File: src/rtl/btn_event_queue_if.sv
// rtl/btn_event_queue_if.sv - event head handshake between queue and consumer
interface btn_event_queue_if #(
    parameter int CODE_W = 2
);
    logic              evt_valid;
    logic              evt_ready;
    logic [CODE_W-1:0] evt_code;

    modport master (
        output evt_valid,
        output evt_code,
        input  evt_ready
    );

    modport slave (
        input  evt_valid,
        input  evt_code,
        output evt_ready
    );
endinterface

File: src/rtl/btn_event_queue.sv
// rtl/btn_event_queue.sv - serialises debounced button pulses into a FWFT event FIFO
module btn_event_queue #(
    parameter int NUM_BTN    = 4,
    parameter int FIFO_DEPTH = 8,
    localparam int CODE_W    = $clog2(NUM_BTN),
    localparam int CNT_W     = $clog2(FIFO_DEPTH) + 1
) (
    input  logic               clk,
    input  logic               rst_n,
    input  logic [NUM_BTN-1:0] btn_pulse,
    btn_event_queue_if.master  evt,
    output logic [CNT_W-1:0]   evt_count,
    output logic               overflow,
    input  logic               clr_overflow
);
    localparam int PTR_W = $clog2(FIFO_DEPTH);

    logic [NUM_BTN-1:0] pend_q, pend_d;
    logic [CODE_W-1:0]  mem_q [FIFO_DEPTH];
    logic [PTR_W-1:0]   rd_ptr_q, wr_ptr_q;
    logic [CNT_W-1:0]   count_q, count_d;
    logic               overflow_q, overflow_d;

    logic [CODE_W-1:0]  sel;
    logic [NUM_BTN-1:0] push_mask;
    logic [NUM_BTN-1:0] keep;
    logic               push;
    logic               pop;
    logic               drop;

    // Lowest pending index wins the single push slot this cycle
    always_comb begin
        sel = '0;
        for (int i = NUM_BTN - 1; i >= 0; i--) begin
            if (pend_q[i]) begin
                sel = CODE_W'(i);
            end
        end
    end

    // Handshake, pending update, drop detection and occupancy next-state
    always_comb begin
        pop        = (count_q != '0) && evt.evt_ready;
        push       = (|pend_q) && ((count_q < CNT_W'(FIFO_DEPTH)) || pop);
        push_mask  = push ? (NUM_BTN'(1) << sel) : '0;
        // A bit being pushed this edge is free to take a fresh press
        keep       = pend_q & ~push_mask;
        pend_d     = keep | btn_pulse;
        drop       = |(keep & btn_pulse);
        // A drop on the same edge as a clear keeps the flag set
        overflow_d = drop | (overflow_q & ~clr_overflow);
        count_d    = count_q;
        if (push && !pop) begin
            count_d = count_q + CNT_W'(1);
        end else if (pop && !push) begin
            count_d = count_q - CNT_W'(1);
        end
    end

    // State registers; reset discards pending and queued events
    always_ff @(posedge clk) begin
        if (!rst_n) begin
            pend_q     <= '0;
            rd_ptr_q   <= '0;
            wr_ptr_q   <= '0;
            count_q    <= '0;
            overflow_q <= 1'b0;
        end else begin
            pend_q     <= pend_d;
            count_q    <= count_d;
            overflow_q <= overflow_d;
            if (push) begin
                mem_q[wr_ptr_q] <= sel;
                wr_ptr_q        <= wr_ptr_q + PTR_W'(1);
            end
            if (pop) begin
                rd_ptr_q <= rd_ptr_q + PTR_W'(1);
            end
        end
    end

    // Head is shown straight from registered state; code reads zero when empty
    always_comb begin
        evt.evt_valid = (count_q != '0);
        evt.evt_code  = (count_q != '0) ? mem_q[rd_ptr_q] : '0;
        evt_count     = count_q;
        overflow      = overflow_q;
    end
endmodule

File: src/flat_wrapper.sv
// flat-port wrapper written by rule: the top's interface ports become plain ports
module btn_event_queue_flat 
#(
    parameter int NUM_BTN    = 4,
    parameter int FIFO_DEPTH = 8,
    localparam int CODE_W    = $clog2(NUM_BTN),
    localparam int CNT_W     = $clog2(FIFO_DEPTH) + 1
)
  (clk, rst_n, btn_pulse, evt_count, overflow, clr_overflow, evt_evt_valid, evt_evt_code, evt_evt_ready);
  btn_event_queue_if #(.CODE_W(2)) evt_i ();
  input  logic clk;
  input  logic rst_n;
  input  logic [NUM_BTN-1:0] btn_pulse;
  output logic [CNT_W-1:0] evt_count;
  output logic overflow;
  input  logic clr_overflow;
  output wire logic [$bits(evt_i.evt_valid)-1:0] evt_evt_valid;
  output wire logic [$bits(evt_i.evt_code)-1:0] evt_evt_code;
  input wire logic [$bits(evt_i.evt_ready)-1:0] evt_evt_ready;
  assign evt_evt_valid = evt_i.evt_valid;
  assign evt_evt_code = evt_i.evt_code;
  assign evt_i.evt_ready = evt_evt_ready;
  btn_event_queue #(.NUM_BTN(NUM_BTN), .FIFO_DEPTH(FIFO_DEPTH)) u_core (.clk(clk), .rst_n(rst_n), .btn_pulse(btn_pulse), .evt(evt_i), .evt_count(evt_count), .overflow(overflow), .clr_overflow(clr_overflow));
endmodule
File: config.mk
export PLATFORM = sky130hd
export DESIGN_NAME = btn_event_queue_flat
export DESIGN_NICKNAME = d
export VERILOG_FILES = /design/src/rtl/btn_event_queue_if.sv /design/src/rtl/btn_event_queue.sv /design/src/flat_wrapper.sv
export SDC_FILE = /design/constraint.sdc
export NUM_CORES = 1
export LEC_CHECK = 0
export CORE_ASPECT_RATIO = 2
export CORE_UTILIZATION = 40
export CTS_BUF_LIST = sky130_fd_sc_hd__clkbuf_4
export DETAILED_ROUTE_END_ITERATION = 6
export PLACE_DENSITY = 0.71
export SLEW_MARGIN = 40
export SYNTH_ARGS = -nofsm -noshare
export SYNTH_HDL_FRONTEND = slang
export SYNTH_SLANG_ARGS = --single-unit
File: constraint.sdc
create_clock -name clk -period 2.1 [get_ports clk]
set_clock_uncertainty 0.15 [all_clocks]
set_input_delay 0.315 -clock clk [delete_from_list [all_inputs] [get_ports clk]]
set_output_delay 0.315 -clock clk [all_outputs]
set_load 0.02 [all_outputs]
# Word level (Yosys, flattened, before mapping)
# Memories as Yosys holds them, arrays and structs flattened. A register that Yosys moved wholly into a read port is not among the register bits.
# Index checks and enable logic that the tools add are counted.
[op_classes] add_sub_neg=4 mul=0 div_mod_pow=0 magnitude_cmp=1 n_eq_ne=0 shifts=1 mux=13 bitwise_logic=7 n_reduce_logical=11
[op_table] operator="$mux 4" count=3
[op_table] operator="$mux 2" count=5
[op_table] operator="$and 4x4->4" count=2
[op_table] operator="$reduce_or 4->1" count=2
[op_table] operator="$add 3x1->3 const B" count=2
[op_table] operator="$mux 3" count=2
[op_table] operator="$add 4x1->4 const B" count=1
[op_table] operator="$logic_and 1x1->1" count=4
[op_table] operator="$lt 4x4->1 const B" count=1
[op_table] operator="$not 4->4" count=1
[op_table] operator="$or 4x4->4" count=1
[op_table] operator="$reduce_bool 4->1" count=1
[op_table] operator="$shl 1x2->4 const A" count=1
[op_table] operator="$sub 4x1->4 const B" count=1
[op_table] operator="$mux 1" count=3
[op_table] operator="$logic_not 1->1" count=2
[op_table] operator="$reduce_bool 2->1" count=1
[op_table] operator="$and 1x1->1" count=1
[op_table] operator="$logic_or 1x1->1" count=1
[op_table] operator="$not 1->1" count=1
[op_table] operator="$or 1x1->1" count=1
[word_totals] regBits=15 latch_bits=0 mem_bits_rw=16 rom_bits=0 inputBits=8 elab_cells=43 mem_count=1
[memory_table] memory="u_core.mem_q" depth=8 word_bits=2 read_ports=1 rd_ports_with_merged_regs=1 wr=1 line="btn_event_queue.sv:19" text="logic [CODE_W-1:0] mem_q [FIFO_DEPTH];"

# Longest topological paths before layout
# Gate-level depths: netlist (run 1).
[depth] word_depth=11 ltp_mapped=10

# Least setup slack after synthesis (run 1)
# Ideal clock, no wire load.
[synth_path] path_type="reg-to-reg" from="register u_core.count_q[0] (netlist: u_core.evt_count[0])" to="register u_core.count_q[3] (netlist: u_core.evt_count[3])" arrival_ns=2.209 required_time_ns=1.878 setup_slack_ns=-0.330 stages_incl_launch_ff=11 path_buffers=0 period_less_slack_ns=2.430 path_cell_list="dfxtp_1 nor4_2 inv_2 nand2_2 ha_1 inv_1 ha_1 a21oi_1 a211oi_1 a31oi_1 mux2i_1"
[synth_via] elab_chain_len=7 elab_cells_between_ends=14
[synth_rtl] element="from (decl)" line="btn_event_queue.sv:21" text="logic [CNT_W-1:0] count_q, count_d;"
[synth_rtl] element="from (signal assigned)" line="btn_event_queue.sv:70" text="count_q <= count_d;"
[synth_rtl] element="$reduce_bool 4->1 (*)"
[synth_rtl] element="named net evt_evt_valid" line="flat_wrapper.sv:17" text="output wire logic [$bits(evt_i.evt_valid)-1:0] evt_evt_valid;"
[synth_rtl] element="$logic_and 1x1->1 (*)" line="btn_event_queue.sv:43" text="pop = (count_q != '0) && evt.evt_ready;"
[synth_rtl] element="$logic_or 1x1->1" line="btn_event_queue.sv:44" text="push = (|pend_q) && ((count_q < CNT_W'(FIFO_DEPTH)) || pop);"
[synth_rtl] element="$logic_and 1x1->1" line="btn_event_queue.sv:44"
[synth_rtl] element="$logic_not 1->1" line="btn_event_queue.sv:55" text="end else if (pop && !push) begin"
[synth_rtl] element="$logic_and 1x1->1" line="btn_event_queue.sv:55"
[synth_rtl] element="$reduce_bool 2->1 (no source line)"
# Mark *: on every way through the listed nets, which the timed path passes. The rest lies on a longest branch. The select of a mux whose other input is x is not followed.
# A chain may end at the register's enable or synchronous reset.

# Final worst setup path (run 1)
[layout_path] from="register u_core.count_q[2] (netlist: u_core.evt_count[2])" to="register u_core.count_q[3] (netlist: u_core.evt_count[3])"
[layout_via] elab_chain_len=7 elab_cells_between_ends=14
[layout_rtl] element="parallel branches: the longest is 7 deep, another holds $lt 4x4->1"
# Parallel ways; which one is timed is not known. The select of a mux whose other input is x is not followed.

==> results of run 1 <==
==> tightest hold or removal path: stages (launching register included) <==
cell	delay, ns
dfxtp_1	0.33
nand2_1	0.06
a21oi_1	0.08
==> registers in the layout, indices dropped and copies added (netlist names), named ones only <==
signal / flops
u_core.rd_ptr_q: 3
u_core.pend_q: 4
u_core.evt_count: 4
u_core.mem_q: 16
u_core.wr_ptr_q: 3
u_core.overflow: 1
==> final cells by class <==
type	count	area, um^2	share of cell area (%)
clock buffers	6	45.04	2.236
clock inverters	2	8.758	0.4348
inverters	5	23.77	1.180
multi-input cells	85	735.7	36.52
flip-flops and latches	34	850.8	42.24
well taps	49	61.31	3.043
repair buffers	35	289.0	14.35
==> stage by stage <==
| stage | area, um^2 | hold slack (ns) | setup TNS (ns) | setup WS, ns | total power [uW] |
|---|---|---|---|---|---|
| 2_1_floorplan | 1590 | 0.2824 | -0.06330 | -0.06305 | 1603 |
| 3_3_place_gp | 1913 | 0.3361 | -0.6637 | -0.1768 | 2002 |
| 3_5_place_dp | 1913 | 0.3611 | -1.048 | -0.2349 | 2045 |
| 4_1_cts | 1994 | 0.3749 | -0.02114 | -0.02114 | 2436 |
| 5_1_grt | 2014 | 0.3960 | -0.2548 | -0.09467 | 2618 |
| 6_report | 2014 | 0.3706 | -0.01034 | -0.01034 | 2460 |
==> path summary, 6_finish.rpt <==
check                                           end  slack (ns)                 from  cells after the start
worst max-delay path            u_core.evt_count[3]       -0.01  u_core.evt_count[2]                     10
worst min-delay path             u_core.rd_ptr_q[1]        0.37   u_core.rd_ptr_q[1]                      2
worst max register to register  u_core.evt_count[3]       -0.01  u_core.evt_count[2]                     10
worst min register to register   u_core.rd_ptr_q[1]        0.37   u_core.rd_ptr_q[1]                      2
==> kinds of logic after synthesis <==
family,share of synthesized area (%)
flip-flops,54.72
buffers and inverters,2.769
AO/OA/AOI/OAI,7.818
AND/OR/NAND/NOR,16.86
XOR/XNOR,3.339
adder cells (fa/ha/maj),5.375
multiplexers,9.121
==> per-layer routing <==
layer | up-vias | global-route usage (%) | routed length, um
met2 | 14 | 33.77 | 1769
met3 | 5 | 3.600 | 58
met4 | 0 | 8.824 | 68
met5 | - | 0 | 0
li1 | 536 | - | -
met1 | 509 | 14.71 | 990
==> repair_timing <==
item / in CTS / in global routing
gates resized for setup: 15 / 3
setup buffers: 1 / 1
endpoints found under the setup margin: 5 / 4
pin swaps: 4 / 2
==> power by group <==
part | internal [uW] | switching (uW)
Clock | 138 | 202
Sequential | 805 | 101
Combinational | 641 | 573
Total | 1580 | 875
==> Yosys cell counts <==
| cell | number |
|---|---|
| xnor2_1 | 2 |
| a32oi_1 | 1 |
| dfxtp_1 | 18 |
| nor2b_1 | 1 |
| xor2_2 | 1 |
| nand2_1 | 5 |
| or3_4 | 1 |
| o311ai_1 | 1 |
| nor4_4 | 1 |
| nand2_2 | 1 |
| buf_6 | 1 |
| o211ai_1 | 1 |
| nor3b_2 | 1 |
| nand2b_1 | 1 |
| a211oi_1 | 1 |
| fa_1 | 1 |
| xor2_1 | 2 |
| inv_1 | 3 |
| nor3_2 | 2 |
| or2_1 | 1 |
| a21oi_2 | 1 |
| nand3_1 | 4 |
| nor4_2 | 1 |
| o21ai_0 | 1 |
| or3_1 | 1 |
| mux4_2 | 4 |
| nor2_2 | 1 |
| a31o_1 | 1 |
| a21oi_1 | 6 |
| or2_4 | 1 |
| mux2i_1 | 5 |
| nor2_1 | 23 |
| nor3_1 | 2 |
| edfxtp_1 | 16 |
| clkbuf_1 | 2 |
| ha_1 | 5 |
| inv_2 | 2 |
| o21a_1 | 3 |
| a31oi_1 | 2 |
| buf_2 | 1 |
==> run summary, run 1 <==
Status: complete, but fails checks
Failing checks: negative setup slack
Commonest non-fill, non-tap cell in the layout: nor2_1
Gr usage total: 17.08%
Syn_nets: 142
Hold Path Class: reg2reg
Final Hold Fails: 0
Tightest Pin Transition: 0.4950 ns
Final setup fails: 1
Routability Congestion: 0.7913
Root buffer cell: clkbuf_4
Worst setup EP type: flip-flop
DRT iter0 DRCs: 18
DRT antenna net count: 0
Die area: 0.004108 mm^2
Setup ws final: -0.01034 ns
Area grow syn2layout: 31.11%
Fmax: 0.4739 GHz
Tmin final: 2.110 ns
Rel. slew slack: 66.88%
Critical Path AT: 2.18 ns
Number of synthesized register bits: 34
Post-route clock period utilization: 100.5%
Crit path required time: 2.17 ns
Final slew viol count: 0
DR WL/cell: 13.37 um
Fillers: 339
Most frequent cells in the layout: nor2_1, buf_4, edfxtp_1, dfxtp_1, clkdlybuf4s50_1
Post-route DRC: 0
Yosys top cell area share: 31.27%
Latest clock arrival within the worst-skew pair: 0.33 ns
First-pass GRT wire length: 4830 um
Slowest stage delay, CP: 0.36 ns
Post-DP HPWL: 2271 um
Core Footprint: 0.003646 mm^2
Cell Chain, Critical Path: nor4_4 > inv_2 > nand2_4 > ha_4 > inv_6 > ha_4 > nand3_2 > a211oi_2 > a31oi_1 > mux2i_1
Initial antenna violation count: 0
DRT Pass-1 Iters: 5
CP delay by family, top: simple AND/OR/NAND/NOR gates
Vias: 1064
CTS Buf Count: 5
Max Root-Sink Buffers: 2
Total Wirelength: 2887 um
Register area share after synthesis: 54.72%
Max_cap viols: 0
CTS H-tree depth: 2
Syn Area/Cell: 12.00 um^2
Critical path's slowest cell: dfxtp_4
Overflow after GRT: 0
Layout Nets: 180
Starting Density: 42.14%
Yosys warns: 0
Worst Setup Start Kind: flip-flop
Port buffer count: 15
Hold Buf Count CTS: 0
WS Path Type: reg2reg
Max FO, Critical Path: 4
Synth area leaders: edfxtp_1, dfxtp_1, mux4_2
I/O pins: 16
Synthesized cell area: 0.001536 mm^2
CTS tree: built
Vias/cell: 4.926
Clock sink count: 34
Number of instances in the placed design: 206
ANT cells: 0
Share of layout cells above drive strength 1: 35.33%
Layout Cells excl Fill: 216
FP Rows: 31
RSZ-0062 raised after global routing: yes
Largest net degree at the start of global routing: 15
Max VDD drop: 815.9 uV
Pwr Density: 1221 mW/mm^2
Worst-path clk slew: 0.10 ns
Final core occ: 55.25%
Synth area leader: edfxtp_1
Die width: 45.83 um
CP Buf/Inv Count: 2
Die Y: 89.65 um
Post-synth cell types: 40
Leakage Power: 0.0007577 uW
Post-Syn Instances: 128
Vias in the first global route: 1139
CP dominant cell by count: ha_4
(Power assumes the default switching activity.)
==> run 2: changes to the inputs <==
--- a/config.mk
+++ b/config.mk
@@ -6,10 +6,10 @@
 export NUM_CORES = 1
 export LEC_CHECK = 0
 export CORE_ASPECT_RATIO = 2
-export CORE_UTILIZATION = 40
+export CORE_UTILIZATION = 52
 export CTS_BUF_LIST = sky130_fd_sc_hd__clkbuf_4
 export DETAILED_ROUTE_END_ITERATION = 6
-export PLACE_DENSITY = 0.71
+export PLACE_DENSITY = 0.86
 export SLEW_MARGIN = 40
 export SYNTH_ARGS = -nofsm -noshare
 export SYNTH_HDL_FRONTEND = slang
==> run summary, run 2 (synthesis gave the netlist of run 1 again) <==
DR WL/cell: 15.37 um
Vias in the first global route: 1168
Flop pwr share: 38.0%
Post-route clock period utilization: 100.5%
Clock share of power: 14.5%
Worst flop-to-flop path startpoint: u_core.evt_count[1]
Hold Path Sink: u_core.rd_ptr_q[1]
Initial antenna violation count: 0
Max Root-Sink Buffers: 2
FP Rows: 27
Commonest non-fill, non-tap cell in the layout: nor2_1
Die Y: 78.87 um
Final slew viol count: 0
Status: complete, but fails checks
Root buffer cell: clkbuf_4
Worst Setup Start Kind: flip-flop
Setup ws final: -0.01131 ns
Gr usage total: 23.01%
Logic pwr share: 47.5%
Worst-path clk slew: 0.11 ns
Pwr Density: 1232 mW/mm^2
Post-route DRC: 0
Largest net degree at the start of global routing: 15
Hold WS: 0.3608 ns
Tightest Pin Transition: 0.4668 ns
Overflow after GRT: 0
Failing checks: negative setup slack
DRT iter0 DRCs: 30
DRT Pass-1 Iters: 5
DRT antenna net count: 0
Most frequent cells in the layout: nor2_1, buf_4, edfxtp_1, dfxtp_1, clkdlybuf4s50_1
Crit path required time: 2.23 ns
Share of layout cells above drive strength 1: 33.33%
CTS Buf Count: 5
Rel. slew slack: 68.76%
Latest clock arrival within the worst-skew pair: 0.34 ns
Vias/cell: 5.670
Core Footprint: 0.002770 mm^2
FF/Latch Area: 852.1 um^2
WS Path Type: reg2reg
Max_cap viols: 0
Critical path's slowest cell: dfxtp_2
Reg2reg setup slack: -0.01 ns
Final Hold Fails: 0
Starting Density: 55.47%
Worst R2R Path Depth: 10
Net Sw Frac: 36.10%
HP Start: u_core.rd_ptr_q[1]
WHS Path Cells: 2
Fmax: 0.4736 GHz
Max reg flops: 16
Final TNS setup: -0.01131 ns
Die width: 40.44 um
Total Wirelength: 2981 um
Max VDD drop: 1053 uV
Worst setup EP type: flip-flop
Die area: 0.003189 mm^2
Post-DP HPWL: 2330 um
I/O pins: 16
Vias: 1100
CTS H-tree depth: 2
Hold Buf Count CTS: 0
First-pass GRT wire length: 4850 um
Slowest stage delay, CP: 0.35 ns
Setup crit start: u_core.evt_count[1]
Internal power: 1536 uW
Routability Congestion: 0.8535
Port buffer count: 15
Reg-to-Reg End: u_core.evt_count[3]
CP dominant cell by count: ha_4
Number of instances in the placed design: 185
Area grow syn2layout: 26.95%
Cell Chain, Critical Path: nor4_4 > inv_2 > nand2_4 > ha_4 > inv_4 > ha_4 > a21oi_4 > a211oi_2 > a31oi_1 > mux2i_1
Fillers: 202
Tmin final: 2.111 ns
ANT cells: 0
Multi-input logic area: 713.2 um^2
Critical Path AT: 2.24 ns
RSZ-0062 raised after global routing: yes
CTS tree: built
Max FO, Critical Path: 4
Leakage Power: 0.0007443 uW
Hold Path Class: reg2reg
Final setup fails: 1
Most flop-heavy register: u_core.mem_q
Sw power: 867.7 uW
Layout Cells excl Fill: 194
Clock sink count: 34
Layout Nets: 178
## run 2: routing by layer
metal | share of wire, % | routed length (um) | vias to the layer above | GRT usage, %
li1 | - | - | 529 | -
met1 | 32 | 962 | 536 | 19.27
met2 | 62 | 1854 | 26 | 42.06
met3 | 2.1 | 63 | 9 | 5.866
met4 | 3.4 | 102 | 0 | 13.33
met5 | 0 | 0 | - | 0
## run 2: area by class of cell
cell class	count	area share, %
clock buffer	6	2.309
inverter	5	1.090
sequential	34	43.68
timing repair buffer	33	14.05
tap	29	1.860
clock inverter	2	0.4490
multi-input combinational	85	36.56
## run 2: power by group through the flow
stage	Clock, uW	Combinational, uW	Sequential [uW]
2_1_floorplan	0	641	961
3_3_place_gp	0	1080	914
3_5_place_dp	0	1120	922
4_1_cts	357	1150	916
5_1_grt	384	1240	927
6_report	350	1140	913
## run 2: how the worst max path moves through the flow
stage,cells past startpoint,end,slack (ns)
CTS,10,u_core.evt_count[3],-0.03
floorplan,10,u_core.evt_count[3],-0.06
detailed placement,10,u_core.evt_count[3],-0.31
finish,10,u_core.evt_count[3],-0.01
global placement,10,u_core.evt_count[3],-0.18
global route,10,u_core.evt_count[3],-0.1
## run 2: through the flow
step	util, %	total power [uW]	setup WS, ns	instance area (um^2)
2_1_floorplan	-	1603	-0.06305	1590
5_1_grt	70.42	2553	-0.09512	1951
6_report	70.42	2403	-0.01131	1951
4_1_cts	70.42	2418	-0.02934	1951
3_5_place_dp	67.89	2041	-0.3115	1881
3_3_place_gp	67.89	1991	-0.1782	1881
## run 2: critical path, delay by kind of cell (launching register included)
kind | cells | cell delay [ns]
and+or+nand+nor | 2 | 0.39
DFF | 1 | 0.35
adders and majority gates | 2 | 0.39
muxes | 1 | 0.20
AOI/OAI and AO/OA | 3 | 0.42
buffers and inverters | 2 | 0.14
## run 2: what timing repair did
| item | CTS | global route |
|---|---|---|
| resized for setup | 15 | 0 |
| setup endpoints to repair | 4 | 4 |
| pin swaps | 1 | 1 |
| setup buffers | 1 | 0 |
==> run 3: changes to the inputs <==
--- a/config.mk
+++ b/config.mk
@@ -5,9 +5,10 @@
 export SDC_FILE = /design/constraint.sdc
 export NUM_CORES = 1
 export LEC_CHECK = 0
-export CORE_ASPECT_RATIO = 2
+export CORE_ASPECT_RATIO = 0.9
 export CORE_UTILIZATION = 52
 export CTS_BUF_LIST = sky130_fd_sc_hd__clkbuf_4
+export CTS_CLUSTER_SIZE = 14
 export DETAILED_ROUTE_END_ITERATION = 6
 export PLACE_DENSITY = 0.86
 export SLEW_MARGIN = 40
==> run summary, run 3 (synthesis gave the netlist of run 1 again) <==
Max VDD drop: 965.7 uV
Die area: 0.003177 mm^2
Logic pwr share: 50.2%
Net Sw Frac: 36.28%
FP Rows: 18
First-pass GRT wire length: 5126 um
Hold Path Sink: u_core.rd_ptr_q[1]
Cell Chain, Critical Path: nor4_4 > inv_2 > nand2_4 > ha_4 > inv_6 > ha_2 > nand3_2 > a211oi_2 > a31oi_1 > mux2i_1
Clock sink count: 34
Slowest stage delay, CP: 0.36 ns
Setup ws final: -0.07466 ns
Final core occ: 72.81%
CTS Buf Count: 5
Die width: 59.30 um
Worst setup EP type: flip-flop
Share of layout cells above drive strength 1: 39.05%
Max_cap viols: 0
Internal power: 1622 uW
Pwr Density: 1262 mW/mm^2
CTS tree: built
Initial antenna violation count: 0
Hold WS: 0.3682 ns
Post-route clock period utilization: 103.6%
Worst R2R Path Depth: 10
Worst-path clk slew: 0.10 ns
I/O pins: 16
WHS Path Cells: 2
Status: complete, but fails checks
Final setup fails: 3
HP Start: u_core.rd_ptr_q[1]
Final slew viol count: 0
Total Wirelength: 3126 um
Core Footprint: 0.002770 mm^2
Max Root-Sink Buffers: 2
Gr usage total: 24.07%
Vias in the first global route: 1140
Critical Path AT: 2.25 ns
DRT Pass-1 Iters: 4
Port buffer count: 15
Layout Nets: 182
Die Y: 53.57 um
ANT cells: 0
Reg2reg setup slack: -0.07 ns
Max reg flops: 16
Fillers: 195
Largest net degree at the start of global routing: 15
Leakage Power: 0.0007681 uW
Failing checks: negative setup slack
Starting Density: 55.47%
Most flop-heavy register: u_core.mem_q
Max FO, Critical Path: 4
Root buffer cell: clkbuf_4
Final TNS setup: -0.1405 ns
Overall power: 2545 uW
Area grow syn2layout: 31.27%
Commonest non-fill, non-tap cell in the layout: nor2_1
Final Hold Fails: 0
Crit path required time: 2.18 ns
DRT antenna net count: 0
Critical path's slowest cell: dfxtp_4
Most frequent cells in the layout: nor2_1, buf_4, edfxtp_1, clkdlybuf4s50_1, dfxtp_1
Post-route DRC: 0
Rel. slew slack: 60.12%
Post-DP HPWL: 2374 um
Overflow after GRT: 0
Flop pwr share: 35.9%
Vias/cell: 5.354
Routability Congestion: 0.7828
Tmin final: 2.175 ns
CTS H-tree depth: 2
Worst flop-to-flop path startpoint: u_core.evt_count[2]
DRT iter0 DRCs: 34
Latest clock arrival within the worst-skew pair: 0.33 ns
Tightest Pin Transition: 0.5960 ns
Vias: 1119
Clock share of power: 13.9%
DR WL/cell: 14.96 um
Sw power: 923.4 uW
Hold Path Class: reg2reg
Worst Setup Start Kind: flip-flop
Fmax: 0.4598 GHz
Reg-to-Reg End: u_core.evt_count[3]
DP Worst Slack: -0.3021 ns
WS Path Type: reg2reg
RSZ-0062 raised after global routing: yes
[run 3: how the worst max path moves through the flow]
| stage | from | endpoint | slack [ns] |
|---|---|---|---|
| floorplan | u_core.evt_count[2] | u_core.evt_count[3] | -0.06 |
| global placement | evt_evt_ready | u_core.evt_count[3] | -0.17 |
| detailed placement | evt_evt_ready | u_core.evt_count[3] | -0.30 |
| CTS | u_core.evt_count[1] | u_core.evt_count[3] | -0.05 |
| global route | u_core.evt_count[2] | u_core.evt_count[3] | -0.14 |
| finish | u_core.evt_count[2] | u_core.evt_count[3] | -0.07 |
[run 3: routing by layer]
layer  global-route usage, %  vias to the layer above  share of wire, %
li1                        -                      539                 -
met1                   23.10                      544                41
met2                   43.07                       26                53
met3                   10.58                       10               3.8
met4                   13.89                        0               2.7
met5                       0                        -                 0
[run 3: layout make-up]
type	count	area, um^2	area share (%)
sequential	34	854.6	42.37
timing repair buffer	37	305.3	15.14
tap	40	50.05	2.481
clock buffer	6	45.04	2.233
clock inverter	2	10.01	0.4963
multi-input combinational	85	728.2	36.10
inverter	5	23.77	1.179
[run 3: power by group through the flow]
stage / combinational [uW] / clock [uW] / sequential (uW)
after floorplan: 641 / 0 / 961
after global placement: 1070 / 0 / 913
after detailed placement: 1130 / 0 / 922
after CTS: 1160 / 363 / 914
after global routing: 1380 / 396 / 925
final: 1280 / 354 / 913
[run 3: through the flow]
step / cell area [um^2] / instances
3_5_place_dp: 1894 / 196
3_3_place_gp: 1894 / 196
2_1_floorplan: 1590 / 128
4_1_cts: 1966 / 205
5_1_grt: 2017 / 209
6_report: 2017 / 209
[run 3: critical path, delay by kind of cell (launching register included)]
kind | cells | cell delay (ns)
adders and majority gates | 2 | 0.47
buffers and inverters | 2 | 0.14
muxes | 1 | 0.13
DFF | 1 | 0.36
and+or+nand+nor | 3 | 0.53
AOI/OAI and AO/OA | 2 | 0.28
[run 3: what timing repair did]
action                     in CTS  in global routing
hold buffers                    0                  0
pin swaps                       5                  8
gates resized for setup        15                  8
setup endpoints to repair       5                  4
setup buffers                   1                  4
